File: config.mk
export PLATFORM = sky130hd
export DESIGN_NAME = sn74145_scan_ctrl
export DESIGN_NICKNAME = d
export VERILOG_FILES = /design/src/rtl/sn74145_pkg.sv /design/src/rtl/scan_tick_gen.sv /design/src/rtl/sn74145_scan_ctrl.sv
export SDC_FILE = /design/constraint.sdc
export NUM_CORES = 1
export LEC_CHECK = 0
export CORE_MARGIN = 2
export CORE_UTILIZATION = 40
export DETAILED_ROUTE_END_ITERATION = 10
export DONT_BUFFER_PORTS = 1
export SETUP_SLACK_MARGIN = 0.05
export SLEW_MARGIN = 25
export SYNTH_ARGS = -nofsm -noshare
export SYNTH_HDL_FRONTEND = slang
export SYNTH_SLANG_ARGS = --single-unit
File: constraint.sdc
create_clock -name i_clk -period 8.3 [get_ports i_clk]
set_input_delay 1.66 -clock i_clk [delete_from_list [all_inputs] [get_ports i_clk]]
set_output_delay 1.66 -clock i_clk [all_outputs]
set_load 0.02 [all_outputs]
File: src/rtl/sn74145_pkg.sv
// sn74145_pkg
// Shared types and constants for the SN74145 digit scan controller.
// Contents: scan FSM state enum, blank/max BCD codes, nibble-to-code helper.
package sn74145_pkg;

  typedef enum logic [1:0] {
    IDLE  = 2'd0,
    BLANK = 2'd1,
    ON    = 2'd2
  } scan_state_t;

  localparam logic [3:0] BCD_BLANK = 4'hF;
  localparam logic [3:0] BCD_MAX   = 4'd9;

  // Codes 10..15 light nothing on the SN74145; normalise them to the
  // blank code so the decoder inputs only ever see 0..9 or F.
  function automatic logic [3:0] bcd_to_code(input logic [3:0] nib);
    return (nib > BCD_MAX) ? BCD_BLANK : nib;
  endfunction

endpackage

File: src/rtl/scan_tick_gen.sv
// scan_tick_gen
// Loadable down-counter timing the BLANK and ON phases of the scan.
// Ports:
//   i_clk      system clock, rising edge
//   i_rst      synchronous reset, active-high (count cleared)
//   i_load     reload the counter with i_load_val this cycle
//   i_load_val reload value (phase length minus one)
//   o_tc       terminal count: high while the count is zero
module scan_tick_gen #(
  parameter int CNT_W = 4
) (
  input  logic             i_clk,
  input  logic             i_rst,
  input  logic             i_load,
  input  logic [CNT_W-1:0] i_load_val,
  output logic             o_tc
);

  logic [CNT_W-1:0] cnt_q;

  always_ff @(posedge i_clk) begin
    if (i_rst) begin
      cnt_q <= '0;
    end else if (i_load) begin
      cnt_q <= i_load_val;
    end else if (cnt_q != '0) begin
      cnt_q <= cnt_q - 1'b1;
    end
  end

  assign o_tc = (cnt_q == '0);

endmodule

File: src/rtl/sn74145_scan_ctrl.sv
// sn74145_scan_ctrl
// Time-multiplexed scan controller for one SN74145 BCD-to-decimal decoder
// shared across N_DIGITS digit positions. Each digit gets BLANK_CYC dark
// cycles followed by DWELL_CYC lit cycles; new values are applied only at
// frame boundaries.
// Ports:
//   i_clk, i_rst          clock; synchronous active-high reset
//   i_en                  scan enable (low forces IDLE)
//   i_load, i_digits      load strobe and packed BCD value (digit 0 = LSB)
//   o_a..o_d              BCD code to the decoder (o_a = LSB)
//   o_cs                  high while a digit is lit
//   o_dig_n               one-hot active-low digit select
//   o_pending             a load is waiting for the next frame boundary
//   o_frame_done          one-cycle pulse after the last digit's dwell
// Build option: define SN74145_SCAN_LZB_EN for leading-zero blanking.
//
// state | meaning
// IDLE  | scan stopped, all outputs dark, index held at 0
// BLANK | inter-digit gap, all selects off, code F
// ON    | digit[index] selected and driven
module sn74145_scan_ctrl
  import sn74145_pkg::*;
#(
  parameter int N_DIGITS  = 4,
  parameter int DWELL_CYC = 1000,
  parameter int BLANK_CYC = 16
) (
  input  logic                  i_clk,
  input  logic                  i_rst,
  input  logic                  i_en,
  input  logic                  i_load,
  input  logic [4*N_DIGITS-1:0] i_digits,
  output logic                  o_a,
  output logic                  o_b,
  output logic                  o_c,
  output logic                  o_d,
  output logic                  o_cs,
  output logic [N_DIGITS-1:0]   o_dig_n,
  output logic                  o_pending,
  output logic                  o_frame_done
);

  localparam int CNT_MAX = (DWELL_CYC > BLANK_CYC) ? DWELL_CYC : BLANK_CYC;
  localparam int CNT_W   = (CNT_MAX > 1) ? $clog2(CNT_MAX) : 1;
  localparam int IDX_W   = (N_DIGITS > 1) ? $clog2(N_DIGITS) : 1;

  localparam logic [CNT_W-1:0] BLANK_LOAD = CNT_W'(BLANK_CYC - 1);
  localparam logic [CNT_W-1:0] DWELL_LOAD = CNT_W'(DWELL_CYC - 1);
  localparam logic [IDX_W-1:0] IDX_LAST   = IDX_W'(N_DIGITS - 1);

  scan_state_t state_q, state_d;
  logic [IDX_W-1:0] idx_q, idx_d;
  logic [4*N_DIGITS-1:0] display_q, pending_q;

  logic             cnt_load;
  logic [CNT_W-1:0] cnt_val;
  logic             tc;
  logic             boundary;
  logic             frame_done_d;

  logic [3:0]          code_d;
  logic                cs_d;
  logic [N_DIGITS-1:0] dig_n_d;
  logic [3:0]          sel_nib;
`ifdef SN74145_SCAN_LZB_EN
  logic                lzb_hit;
`endif

  scan_tick_gen #(.CNT_W(CNT_W)) u_tick (
    .i_clk      (i_clk),
    .i_rst      (i_rst),
    .i_load     (cnt_load),
    .i_load_val (cnt_val),
    .o_tc       (tc)
  );

  // Next state. Leaving IDLE counts as a frame boundary too, so a value
  // loaded while stopped is shown from the first frame after enable.
  always_comb begin
    state_d      = state_q;
    idx_d        = idx_q;
    cnt_load     = 1'b0;
    cnt_val      = BLANK_LOAD;
    boundary     = 1'b0;
    frame_done_d = 1'b0;
    if (!i_en) begin
      state_d = IDLE;
      idx_d   = '0;
    end else begin
      case (state_q)
        IDLE: begin
          state_d  = BLANK;
          idx_d    = '0;
          cnt_load = 1'b1;
          cnt_val  = BLANK_LOAD;
          boundary = 1'b1;
        end
        BLANK: begin
          if (tc) begin
            state_d  = ON;
            cnt_load = 1'b1;
            cnt_val  = DWELL_LOAD;
          end
        end
        ON: begin
          if (tc) begin
            state_d  = BLANK;
            cnt_load = 1'b1;
            cnt_val  = BLANK_LOAD;
            if (idx_q == IDX_LAST) begin
              idx_d        = '0;
              frame_done_d = 1'b1;
              boundary     = 1'b1;
            end else begin
              idx_d = idx_q + 1'b1;
            end
          end
        end
        default: state_d = IDLE;
      endcase
    end
  end

  // Outputs are decoded from the next state and registered, so they line
  // up with the state register. display_q only changes when entering
  // BLANK, so it is stable whenever ON is entered.
  always_comb begin
    code_d  = BCD_BLANK;
    cs_d    = 1'b0;
    dig_n_d = '1;
    sel_nib = display_q[{idx_d, 2'b00} +: 4];
`ifdef SN74145_SCAN_LZB_EN
    lzb_hit = (idx_d != '0);
    for (int k = 0; k < N_DIGITS; k++) begin
      if (k >= int'(idx_d) && display_q[4*k +: 4] != 4'd0) lzb_hit = 1'b0;
    end
`endif
    if (state_d == ON) begin
      cs_d           = 1'b1;
      dig_n_d[idx_d] = 1'b0;
      code_d         = bcd_to_code(sel_nib);
`ifdef SN74145_SCAN_LZB_EN
      if (lzb_hit) code_d = BCD_BLANK;
`endif
    end
  end

  always_ff @(posedge i_clk) begin
    if (i_rst) begin
      state_q                <= IDLE;
      idx_q                  <= '0;
      display_q              <= '1;
      pending_q              <= '1;
      {o_d, o_c, o_b, o_a}   <= BCD_BLANK;
      o_cs                   <= 1'b0;
      o_dig_n                <= '1;
      o_pending              <= 1'b0;
      o_frame_done           <= 1'b0;
    end else begin
      state_q                <= state_d;
      idx_q                  <= idx_d;
      {o_d, o_c, o_b, o_a}   <= code_d;
      o_cs                   <= cs_d;
      o_dig_n                <= dig_n_d;
      o_frame_done           <= frame_done_d;
      if (boundary) begin
        // A load landing on the boundary bypasses the pending register.
        if (i_load) begin
          display_q <= i_digits;
        end else if (o_pending) begin
          display_q <= pending_q;
        end
        o_pending <= 1'b0;
      end else if (i_load) begin
        pending_q <= i_digits;
        o_pending <= 1'b1;
      end
    end
  end

endmodule

==> out/metrics.cfg, run 1 <==
[outcome]
status=finished clean

[setup_path]
critical_path.startpoint=u_tick.cnt_q[0]$_SDFFE_PP0P_
cp_cell_sequence=inv_1 -> ha_1 -> or4b_1 -> o31a_1 -> o21a_2 -> nor2_2 -> mux2_2 -> a221oi_4 -> o221ai_1
arrival_ns=3.17
reg2reg_from=u_tick.cnt_q[0]$_SDFFE_PP0P_
r2r_slack_ns=5.32
crit_slowest_cell=or4b_1
worstSetupPathType=register to register
reg2reg_to=o_a$_SDFF_PP1_
crit_path_end_kind=register
cp-endpoint=o_a$_SDFF_PP1_
crit_required_ns=8.49
worst_setup_path_start_kind=register
cpPeakStageDelay_ns=0.57
cp_max_fo=5
worstRegToRegCells=9

[global_route]
grt_pass1_wl_microns=9400
grt_pass1_vias=1971
antenna_found_initial=0
track_usage_pct=16.5
grt_overflow=0
grt_max_degree=47

[detailed_routing]
routed_wl_microns=5410
drc_errors=0
drt_iter0_drc=108
wire_per_inst_microns=15.2
vias_per_cell=5.50
vias=1954
firstDrtPassIters=4
drtAntennaViolNets=0

[cts]
cts_buffers=9
worst_skew_pair.late_latency_ns=0.34
cts-root-buf=clkbuf_8
clk_pin_slew_worst_paths_ns=0.07
cts_setup_buffers=0
cts_repair_resize_count=0
cts_tree=built
clockBufferDepth=2
clock-sinks=57
cts_hold_buf=0
htree_levels=3

[power_and_ir_drop]
p_per_area_mw_per_mm2=264
p_comb_share_pct=14.5
power_frac_seq_pct=40.2
ir_drop_v=0.000125
p_sw_uw=194
pwr-share-clk_pct=45.3
p_sw_share_pct=24.6
finalPower_uw=787
p_int_uw=594
p_leak_nw=1.20

[synthesis]
ys_types=50
synth_top_area_share_pct=42.9
yosysMostFrequentCell=dfxtp_1
synth_edf_count=0
synthCells=276
ys_seq_area_share_pct=42.9
synth_top_cell_by_area=dfxtp_1
syn_area_per_cell_sq_um=9.64
syn_nets=302
ys_ff_latch=57
async_reset_ff_share_pct=0
syn_area_sq_mm=0.00266
yosysWarnings=0
ys.flop_type=dfxtp_1
synth_area_leaders=dfxtp_1 (43%), a211o_1 (11%), mux2i_1 (6.4%), nor2b_1 (4.5%), nor2_1 (3.9%)
synth_common_cells=dfxtp_1 (57), a211o_1 (32), nor2_1 (28)

[placement]
place_area_sq_mm=0.00270
place.gp.congestion=0.792
dp_slack_ns=5.34
dp.cells=339
io_buffers=0
detailed_place_hpwl_microns=3780

[die]
start_util_pct=41.7
core_region_area_sq_mm=0.00639
io_pins=31
dieWidth_microns=85.6
design.die.area_sq_mm=0.00732
fp.dieH_microns=85.6
rows=29

[timing]
period_minus_slack_ns=2.98
whs_ns=0.473
skew_ns=0.0116
worst_slew_pin_slew_ns=0.448
fmax_ghz=0.335
slew_headroom_pct=70.0
period_share_pct=36.0
report.final.setup_viol=0
hold_viol=0
drv_slew=0
fin_ws_ns=5.32
setup_tns_ns=0
rsz0062_at_grt=false

[layout]
drive_gt1_share_pct=14.0
nets=299
syn2layout_area_growth_pct=11.9
antenna_cells=0
regArea_sq_mm=0.00114
multi_input_area_sq_mm=0.00142
finalInstanceArea_sq_mm=0.00298
fin_util_pct=46.6
fillCellCount=609
fin_cells=355

[worst_hold_path]
hp-class=register to register
hold_start=display_q[6]$_SDFFE_PP1P_

[flow_run]
cap_violations=0

-- state kept, by name (all words and copies together), names as in the netlist --
signal / flops
state_q: 2
o_b: 1
o_d: 1
o_pending: 1
o_frame_done: 1
pending_q: 16
o_c: 1
idx_q: 2
u_tick.cnt_q: 10
display_q: 16
o_cs: 1
o_a: 1
o_dig_n: 4
-- power groups by stage --
stage	clock network [mW]	registers (mW)	logic (mW)
after floorplan	0	0.314	0.107
final	0.357	0.316	0.114
after CTS	0.364	0.316	0.114
after global placement	0	0.321	0.112
after global routing	0.378	0.319	0.130
after detailed placement	0	0.322	0.114
-- worst min-delay path by stage --
stage	endpoint	cells after the start
after global routing	display_q[11]$_SDFFE_PP1P_	1
after CTS	display_q[6]$_SDFFE_PP1P_	1
after floorplan	display_q[6]$_SDFFE_PP1P_	1
final	display_q[6]$_SDFFE_PP1P_	1
after global placement	display_q[7]$_SDFFE_PP1P_	1
after detailed placement	display_q[6]$_SDFFE_PP1P_	1
-- per-layer routing --
layer	track usage, %	part of all wire [%]
met3	4.33	4.7
met4	8.66	2.3
met1	22.6	50
met5	0	0
met2	23.7	43
-- placed cells by master, fill, tap and decap left out, drive strengths merged, types with 3 or more instances in the layout --
cell type / n
nand2: 16
dfxtp: 57
a21oi: 11
nor3: 4
a211o: 32
ha: 6
nand2b: 5
mux2i: 17
nor2: 31
nand3: 6
nor2b: 19
inv: 7
xor2: 5
clkbuf: 11
or4: 3
bufinv: 4
o21ai: 8
-- cells by family (layout without fill, tap and decap cells) --
group                      count (synthesis)  count (layout)  synth area share, %
and+or+nand+nor                           97              97                 20.1
AOI/OAI and AO/OA                         67              67                 20.8
DFF                                       57              57                 42.9
buffers and inverters                     23              25                 3.86
muxes                                     19              19                 7.24
xor gates and xnor gates                   7               7                 2.30
adders and majority gates                  6               6                 2.82
-- layout make-up --
cell class	instances	share of cell area, %
tap	77	3.23
multi-input combinational	196	47.8
sequential	57	38.3
timing repair buffer	2	0.504
clock buffer	11	5.08
inverter	7	0.882
clock inverter	5	4.20
-- worst max-delay path, delay by kind of cell (launching register included) --
kind / cells / cell delay [ns]
adders and majority gates: 1 / 0.21
DFF: 1 / 0.33
AOI/OAI and AO/OA: 4 / 1.04
muxes: 1 / 0.38
buffers and inverters: 1 / 0.09
and+or+nand+nor: 2 / 0.77
(Power assumes the default switching activity.)
==> run 2, diff against run 1 <==
Clock period 8.3 ns to 2.6 ns, I/O delays scaled along.
==> out/metrics.cfg, run 2 (synthesis results as in run 1) <==
[placement]
place_area_sq_mm=0.00287
detailed_place_hpwl_microns=3890
dp.cells=355
dp_slack_ns=0.0162
io_buffers=0
place.gp.congestion=0.855

[global_route]
grt_pass1_wl_microns=9350
grt_max_degree=47
track_usage_pct=16.5
grt_overflow=0
grt_pass1_vias=1914
antenna_found_initial=0

[cts]
cts_tree=built
cts_buffers=9
cts-root-buf=clkbuf_8
clockBufferDepth=2
worst_skew_pair.late_latency_ns=0.33
cts_hold_buf=0
htree_levels=3
clock-sinks=57
clk_pin_slew_worst_paths_ns=0.06

[power_and_ir_drop]
p_sw_share_pct=26.1
p_leak_nw=1.31
p_sw_uw=625
p_per_area_mw_per_mm2=750
p_comb_share_pct=18.7
p_int_mw=1.77
finalPower_mw=2.40
pwr-share-clk_pct=38.9
power_frac_seq_pct=42.3
ir_drop_v=0.000614

[detailed_routing]
vias=2037
vias_per_cell=5.40
drc_errors=0
routed_wl_microns=5610
drt_iter0_drc=120
firstDrtPassIters=4
wire_per_inst_microns=14.9
drtAntennaViolNets=0

[timing]
whs_ns=0.250
fin_ws_ns=0.0610
period_minus_slack_ns=2.54
skew_ns=0.00897
hold_viol=0
report.final.setup_viol=0
drv_slew=0
slew_headroom_pct=54.6
fmax_ghz=0.394
period_share_pct=97.7
worst_slew_pin_slew_ns=0.679
rsz0062_at_grt=true
setup_tns_ns=0

[die]
io_pins=31
fp.dieH_microns=85.6
dieWidth_microns=85.6
core_region_area_sq_mm=0.00639
design.die.area_sq_mm=0.00732
start_util_pct=41.7
rows=29

[layout]
fillCellCount=590
fin_util_pct=50.0
most-common-layout-cells=dfxtp_1 (55), a211o_1 (32), nor2_1 (28)
finalInstanceArea_sq_mm=0.00319
drive_gt1_share_pct=23.0
fin_cells=377
top_regs=display_q x16, pending_q x16, u_tick.cnt_q x10
nets=321
final_common_cell=dfxtp_1
syn2layout_area_growth_pct=20.0
antenna_cells=0

[setup_path]
crit_path_end_kind=register
arrival_ns=2.74
reg2reg_to=o_a$_SDFF_PP1_
worst_setup_path_start_kind=register
worstSetupPathType=register to register
cp_cell_sequence=inv_4 -> ha_4 -> or4b_4 -> o31a_1 -> o21a_4 -> o31ai_4 -> nand2b_1 -> a32oi_1 -> o221ai_2
reg2reg_from=u_tick.cnt_q[1]$_SDFFE_PP0P_
r2r_slack_ns=0.06
cp-endpoint=o_a$_SDFF_PP1_
worstRegToRegCells=9
crit_slowest_cell=or4b_4
cpPeakStageDelay_ns=0.49
crit_required_ns=2.80
cp_max_fo=4
critical_path.startpoint=u_tick.cnt_q[1]$_SDFFE_PP0P_

[outcome]
status=finished clean

[worst_hold_path]
hp-class=input pin to register

[flow_run]
cap_violations=0

==> run 2: worst min-delay path by stage <==
| stage | endpoint | cells past startpoint | slack, ns | from |
|---|---|---|---|---|
| after global routing | u_tick.cnt_q[0]$_SDFFE_PP0P_ | 1 | 0.23 | i_rst |
| after CTS | u_tick.cnt_q[1]$_SDFFE_PP0P_ | 1 | 0.23 | i_rst |
| after floorplan | display_q[6]$_SDFFE_PP1P_ | 1 | 0.43 | display_q[6]$_SDFFE_PP1P_ |
| final | u_tick.cnt_q[1]$_SDFFE_PP0P_ | 1 | 0.25 | i_rst |
| after global placement | display_q[9]$_SDFFE_PP1P_ | 1 | 0.45 | display_q[9]$_SDFFE_PP1P_ |
| after detailed placement | display_q[9]$_SDFFE_PP1P_ | 1 | 0.47 | display_q[9]$_SDFFE_PP1P_ |
==> run 2: critical path: cells and delay by family (launching register included) <==
kind,cells,cell delay (ns)
buffers and inverters,1,0.06
AO/OA/AOI/OAI,5,1.26
adder cells (fa/ha/maj),1,0.12
flip-flops,1,0.36
AND/OR/NAND/NOR,2,0.61
==> run 2: layout make-up <==
class                      instances  area [sq um]  area share, %
inverter                           7          28.8          0.901
clock buffer                      12           155           4.86
tap                               77          96.3           3.02
clock inverter                     4          75.1           2.35
multi-input combinational        196          1480           46.4
sequential                        57          1150           35.9
timing repair buffer              24           209           6.54
==> run 2: power by group through the flow <==
stage	Sequential (mW)	Clock (mW)	Combinational [mW]
floorplan	1.01	0	0.355
global placement	1.03	0	0.421
detailed placement	1.03	0	0.424
CTS	1.01	0.959	0.427
global route	1.02	1.00	0.509
finish	1.01	0.933	0.448
==> run 2: what timing repair did <==
action,CTS,global route
setup endpoints to repair,3,12
resized for setup,2,6
setup buffers,1,5
pin swaps,3,9
==> run 2: routing by layer <==
metal / vias up / track usage, % / wire length (microns)
met5: - / 0 / 0
met2: 33 / 23.0 / 2580
met1: 964 / 22.7 / 2750
met4: 0 / 7.50 / 51
met3: 4 / 5.77 / 227
li1: 1036 / - / -
